--- src/rtl/hex_scan_ctrl.sv ---
// hex_scan_ctrl: time-multiplexed driver for a bank of common-anode
// seven-segment digits showing a 64-bit block as 16 hex nibbles, DIGITS at
// a time (one "page").
//
// Ports:
//   clk          system clock, rising edge
//   rst_n        asynchronous active-low reset
//   data_i[63:0] block to display, nibble k = data_i[4k+3:4k]
//   load_i       strobe: latch data_i into the shadow register, go to page 0
//   page_next_i  strobe: advance to the next page (wraps)
//   nibble_o[3:0]        nibble for the external hex-to-segment decoder
//   an_o[DIGITS-1:0]     digit enables, active-low
//   dp_o         decimal point, active-low (lit on the leftmost digit of page 0)
//   page_o[3:0]  current page index
//
// Optional feature: define SEG_AUTO_PAGE_EN to advance the page automatically
// every PAGE_DIV complete scans.

module hex_scan_ctrl #(
    parameter int unsigned DIGITS   = 4,
    parameter int unsigned SCAN_DIV = 1000,
    parameter int unsigned BLANK    = 2,
    parameter int unsigned PAGE_DIV = 500
) (
    input  logic              clk,
    input  logic              rst_n,
    input  logic [63:0]       data_i,
    input  logic              load_i,
    input  logic              page_next_i,
    output logic [3:0]        nibble_o,
    output logic [DIGITS-1:0] an_o,
    output logic              dp_o,
    output logic [3:0]        page_o
);

    localparam int unsigned NP    = 16 / DIGITS;
    localparam int unsigned CNT_W = $clog2(SCAN_DIV);
    localparam int unsigned DIG_W = (DIGITS > 1) ? $clog2(DIGITS) : 1;
    localparam int unsigned PG_W  = (NP > 1) ? $clog2(NP) : 1;

    localparam logic [CNT_W-1:0] CNT_LAST  = CNT_W'(SCAN_DIV - 1);
    localparam logic [CNT_W-1:0] CNT_BLANK = CNT_W'(BLANK);
    localparam logic [DIG_W-1:0] DIG_LAST  = DIG_W'(DIGITS - 1);
    localparam logic [PG_W-1:0]  PG_LAST   = PG_W'(NP - 1);

`ifdef SEG_AUTO_PAGE_EN
    localparam int unsigned SC_W = (PAGE_DIV > 1) ? $clog2(PAGE_DIV) : 1;
    localparam logic [SC_W-1:0] SC_LAST = SC_W'(PAGE_DIV - 1);
`endif

    typedef enum logic {
        IDLE = 1'b0,
        SCAN = 1'b1
    } state_t;

    state_t            state_q, state_d;
    logic [CNT_W-1:0]  cnt_q, cnt_d;
    logic [DIG_W-1:0]  digit_q, digit_d;
    logic [PG_W-1:0]   page_q, page_d;
    logic [PG_W-1:0]   page_inc;
    logic [63:0]       sh_q, sh_d;
    logic [3:0]        nib_idx;
    logic [DIGITS-1:0] an_d;
    logic [3:0]        nibble_d;
    logic              dp_d;
    logic [3:0]        page_o_d;
`ifdef SEG_AUTO_PAGE_EN
    logic [SC_W-1:0]   scan_q, scan_d;
    logic              scan_wrap;
`endif

    // State, counters, shadow register and registered outputs
    always_ff @(posedge clk or negedge rst_n) begin
        if (!rst_n) begin
            state_q  <= IDLE;
            cnt_q    <= '0;
            digit_q  <= '0;
            page_q   <= '0;
            sh_q     <= '0;
            an_o     <= '1;
            nibble_o <= '0;
            dp_o     <= 1'b1;
            page_o   <= '0;
`ifdef SEG_AUTO_PAGE_EN
            scan_q   <= '0;
`endif
        end else begin
            state_q  <= state_d;
            cnt_q    <= cnt_d;
            digit_q  <= digit_d;
            page_q   <= page_d;
            sh_q     <= sh_d;
            an_o     <= an_d;
            nibble_o <= nibble_d;
            dp_o     <= dp_d;
            page_o   <= page_o_d;
`ifdef SEG_AUTO_PAGE_EN
            scan_q   <= scan_d;
`endif
        end
    end

    // Next state, counters, and next output values from the current registers
    always_comb begin
        state_d  = state_q;
        cnt_d    = cnt_q;
        digit_d  = digit_q;
        page_d   = page_q;
        sh_d     = sh_q;
        page_inc = (page_q == PG_LAST) ? '0 : page_q + 1'b1;
`ifdef SEG_AUTO_PAGE_EN
        scan_d    = scan_q;
        scan_wrap = 1'b0;
`endif

        case (state_q)
            IDLE: begin
                if (load_i) begin
                    state_d = SCAN;
                    sh_d    = data_i;
                    page_d  = '0;
                end
            end
            SCAN: begin
                // Slot/digit counters free-run; a load does not restart them
                if (cnt_q == CNT_LAST) begin
                    cnt_d   = '0;
                    digit_d = (digit_q == DIG_LAST) ? '0 : digit_q + 1'b1;
`ifdef SEG_AUTO_PAGE_EN
                    scan_wrap = (digit_q == DIG_LAST);
`endif
                end else begin
                    cnt_d = cnt_q + 1'b1;
                end

                // Load has priority over a page step in the same cycle
                if (load_i) begin
                    sh_d   = data_i;
                    page_d = '0;
`ifdef SEG_AUTO_PAGE_EN
                    scan_d = '0;
`endif
                end else if (page_next_i) begin
                    page_d = page_inc;
`ifdef SEG_AUTO_PAGE_EN
                    scan_d = '0;
`endif
                end
`ifdef SEG_AUTO_PAGE_EN
                else if (scan_wrap) begin
                    if (scan_q == SC_LAST) begin
                        page_d = page_inc;
                        scan_d = '0;
                    end else begin
                        scan_d = scan_q + 1'b1;
                    end
                end
`endif
            end
            default: state_d = IDLE;
        endcase

        // Blank window at the start of each slot keeps all digits dark
        an_d = '1;
        if ((state_q == SCAN) && (cnt_q >= CNT_BLANK)) begin
            an_d[digit_q] = 1'b0;
        end

        nib_idx  = 4'(32'(page_q) * DIGITS + 32'(digit_q));
        nibble_d = sh_q[{nib_idx, 2'b00} +: 4];
        dp_d     = ~(~an_d[DIGITS-1] & (page_q == '0));
        page_o_d = 4'(page_q);
    end

endmodule

--- config.mk ---
export PLATFORM = sky130hd
export DESIGN_NAME = hex_scan_ctrl
export DESIGN_NICKNAME = d
export VERILOG_FILES = /design/src/rtl/hex_scan_ctrl.sv
export SDC_FILE = /design/constraint.sdc
export NUM_CORES = 1
export LEC_CHECK = 0
export CAP_MARGIN = 40
export CORE_MARGIN = 1.5
export CORE_UTILIZATION = 45
export CTS_BUF_LIST = sky130_fd_sc_hd__clkbuf_8
export DETAILED_ROUTE_END_ITERATION = 8
export MAX_ROUTING_LAYER = met4
export PLACE_DENSITY = 0.8
export SETUP_SLACK_MARGIN = 0.15
export SLEW_MARGIN = 20
export SYNTH_ARGS = -nofsm -noshare
export SYNTH_HDL_FRONTEND = slang
export SYNTH_SLANG_ARGS = --single-unit
--- constraint.sdc ---
create_clock -name clk -period 1.75 [get_ports clk]
set_clock_uncertainty 0.15 [all_clocks]
set_input_delay 0.35 -clock clk [delete_from_list [all_inputs] [get_ports clk]]
set_output_delay 0.35 -clock clk [all_outputs]
set_load 0.1 [all_outputs]
==> results by group <==
Run status
  – Status: finished clean

Setup path
  – Reg-to-Reg End: nibble_o[3]$_DFF_PN0_
  – Crit path kind: flop to flop
  – Required @ worst endpoint: 1840 ps
  – Max FO, Critical Path: 6
  – RR Startpoint: digit_q[0]$_DFFE_PN0P_
  – Crit end category: flop
  – Worst reg-to-reg setup slack: 100 ps
  – Crit start category: flop
  – CP arrival: 1740 ps
  – R2R depth: 4

Clock tree
  – CTS max path bufs: 2
  – Clk_lat worst skew: 360 ps
  – CTS tree: yes
  – CTS clk-pin slew, worst paths: 80 ps
  – CTS buffer count: 9
  – CTS sink count: 90
  – H-Tree Depth: 3
  – CTS Root Cell: clkbuf_8

STA
  – RSZ-0062 raised after global routing: yes
  – Pins over their slew limit: 0
  – Setup-failing EPs final: 0
  – F_max: 606 MHz
  – Post-layout min period: 1650 ps
  – Setup TNS Final: 0 ps
  – Slew HR: 0.594
  – Final-report hold violation count: 0
  – Worst slew pin tran: 603 ps
  – Final period utilization: 0.942

Yosys
  – Ys async rst share: 1.00
  – Largest family of logic cells by synthesized area: multiplexers
  – Compound-Gate Fraction of Synth Area: 0.0322
  – Synth top area cells: dfrtp_1 52%, mux2_2 18%, mux4_2 8.8%, dfstp_2 3.2%, ha_1 2.5%
  – Simple-gate portion of the synthesized area: 0.0793
  – Mux share of post-synthesis cell area: 0.273
  – Post-synth top area share: 0.521
  – Cell with the most instances after synthesis: dfrtp_1
  – Yosys reg bits: 90
  – Post-Synth Adder-Cell Area: 0.0245
  – Yosys cell types: 37
  – Synth warnings: 0
  – Mapped Cells: 283
  – Synth Area per Inst: 14.4 µm²
  – Post-synthesis sequential area ratio: 0.553
  – Xor/xnor cell area share of the yosys netlist: 0.00429
  – Top cells by count, synth: 85 x dfrtp_1, 66 x mux2_2, 19 x nand2_1, 16 x mux4_2, 13 x nand3_1
  – Post-Synthesis Cell Area: 4090 µm²
  – Synth Flop Type: dfrtp_1
  – EDFF count, synth: 0
  – Area leader, netlist: dfrtp_1

Drt
  – Drt first-iter violations: 128
  – WL final: 8640 µm
  – Via/cell ratio: 5.45
  – Routed WL per cell: 17.5 µm
  – Number of routed nets with antenna violations: 0
  – Pre-antenna DRT Iters: 5
  – DRC violations left: 0
  – Vias: 2,698

Min path
  – HP Class: flop to flop
  – Hold Path Depth: 1
  – Hold endpoint: sh_q[44]$_DFFE_PN0P_
  – Hold_sp: sh_q[44]$_DFFE_PN0P_

Global route
  – GRT Overall Usage: 0.190
  – Initial antenna violation count: 0
  – Largest net degree at the start of global routing: 91
  – First-pass GRT wire length: 13,900 µm
  – Total gr overflow: 0
  – Vias in the first global route: 2,843

Layout
  – Area growth from synthesis to layout: 38.5%
  – Nets: 458
  – Sequential Area: 2260 µm²
  – Final std cells w/o fill: 495
  – Layout cells sized above 1: 0.434
  – N_diodes: 0
  – Fill cells: 620
  – Final instance area: 5660 µm²
  – Multi-input logic area: 1800 µm²

Power and ir drop
  – Leak Pwr: 2.31 nW
  – VDD IR max: 0.000583 V
  – Pwr Total: 5.52 mW
  – Cell area power density: 975 nW/µm²

Placement
  – Post-DP HPWL: 5710 µm
  – I/O Buffers: 78
  – Dpl cells: 465
  – Placer's final routability congestion estimate: 0.796
  – Placed Area: 5180 µm²

Die
  – # IOs: 81
  – Row count: 34
  – Die W: 98.3 µm
  – Core area: 8760 µm²
  – Initial Util: 0.466
  – Die Span Y: 98.3 µm
  – Die area: 9660 µm²

Run
  – MaxCap Viol Count: 0
==> cells in the final DEF, fill, tap and decap left out, types with 2 or more instances in the layout <==
| cell | count |
|---|---|
| dfrtp_2 | 5 |
| conb_1 | 2 |
| inv_1 | 9 |
| nand4_1 | 2 |
| nand3_1 | 8 |
| clkinv_2 | 2 |
| a21oi_1 | 2 |
| o21ai_0 | 2 |
| a22oi_2 | 4 |
| buf_12 | 19 |
| o21ai_1 | 2 |
| ha_1 | 6 |
| xnor2_1 | 2 |
| bufinv_16 | 2 |
| buf_4 | 16 |
| mux2_2 | 64 |
| o221ai_1 | 2 |
| clkbuf_8 | 10 |
| mux2_4 | 2 |
| mux4_2 | 16 |
| clkdlybuf4s50_1 | 65 |
| nand4_4 | 2 |
| nand3_2 | 5 |
| nor3_1 | 2 |
| dfstp_2 | 5 |
| nor2_1 | 5 |
| nand2_1 | 18 |
| dfrtp_1 | 80 |
| nor2b_1 | 2 |
==> critical path: stages (launching register included) <==
cell	delay, ps
dfrtp_2	440
buf_12	150
mux4_2	530
a22oi_2	180
nand3_1	90
==> timing repair <==
item	CTS	global route
pin swaps	6	6
setup endpoints to repair	13	21
gates resized for setup	15	15
buffers inserted	10	2
gates cloned	1	0
endpoints found under the hold margin	85	0
hold buffers	1	0
==> state kept, by name, summed over array words and instances, names as in the netlist <==
signal    flops
cnt_q        10
state_q       1
nibble_o      4
page_o        2
digit_q       2
sh_q         64
page_q        2
dp_o          1
an_o          4
==> worst max-delay path by stage <==
stage / cells past startpoint / to / start / slack [ps]
finish: 4 / nibble_o[3]$_DFF_PN0_ / digit_q[0]$_DFFE_PN0P_ / 100
global route: 4 / nibble_o[3]$_DFF_PN0_ / digit_q[0]$_DFFE_PN0P_ / 40
CTS: 4 / digit_q[0]$_DFFE_PN0P_ / cnt_q[0]$_DFFE_PN0P_ / 120
detailed placement: 4 / nibble_o[2]$_DFF_PN0_ / digit_q[0]$_DFFE_PN0P_ / 50
global placement: 4 / nibble_o[3]$_DFF_PN0_ / digit_q[0]$_DFFE_PN0P_ / 100
floorplan: 5 / nibble_o[0]$_DFF_PN0_ / digit_q[0]$_DFFE_PN0P_ / 150
==> area by class of cell <==
| class | count | area share |
|---|---|---|
| tap | 108 | 0.0239 |
| sequential | 90 | 0.400 |
| inverter | 9 | 0.00597 |
| clock buffer | 10 | 0.0243 |
| multi-input combinational | 168 | 0.318 |
| clock inverter | 6 | 0.0144 |
| timing repair buffer | 104 | 0.213 |
==> report_power, final <==
group	internal, mW	switching [mW]
combinational	0.693	0.692
sequential	2.34	0.245
clock	0.833	0.712
==> cell families after synthesis <==
| family | Yosys count |
|---|---|
| AOI/OAI and AO/OA | 19 |
| xor gates and xnor gates | 2 |
| adders and majority gates | 8 |
| buffers and inverters | 26 |
| DFF | 90 |
| muxes | 83 |
| other | 1 |
| and+or+nand+nor | 54 |
==> layer usage <==
| metal | GRT usage | routed length [µm] | vias to the layer above |
|---|---|---|---|
| li1 | - | - | 1221 |
| met1 | 0.240 | 3630 | 1379 |
| met2 | 0.305 | 4410 | 89 |
| met3 | 0.0444 | 491 | 9 |
| met4 | 0.0628 | 108 | 0 |
| met5 | - | 0 | - |
==> through the flow <==
step                hold WS, ps  utilization  setup slack (ps)
floorplan                 -95.6            -               152
global placement            277        0.591               103
detailed placement          282        0.591              53.6
CTS                         353        0.639               125
global route                361        0.646              36.5
finish                      360        0.646               101
Note: power is estimated with default switching activity, not from simulation.
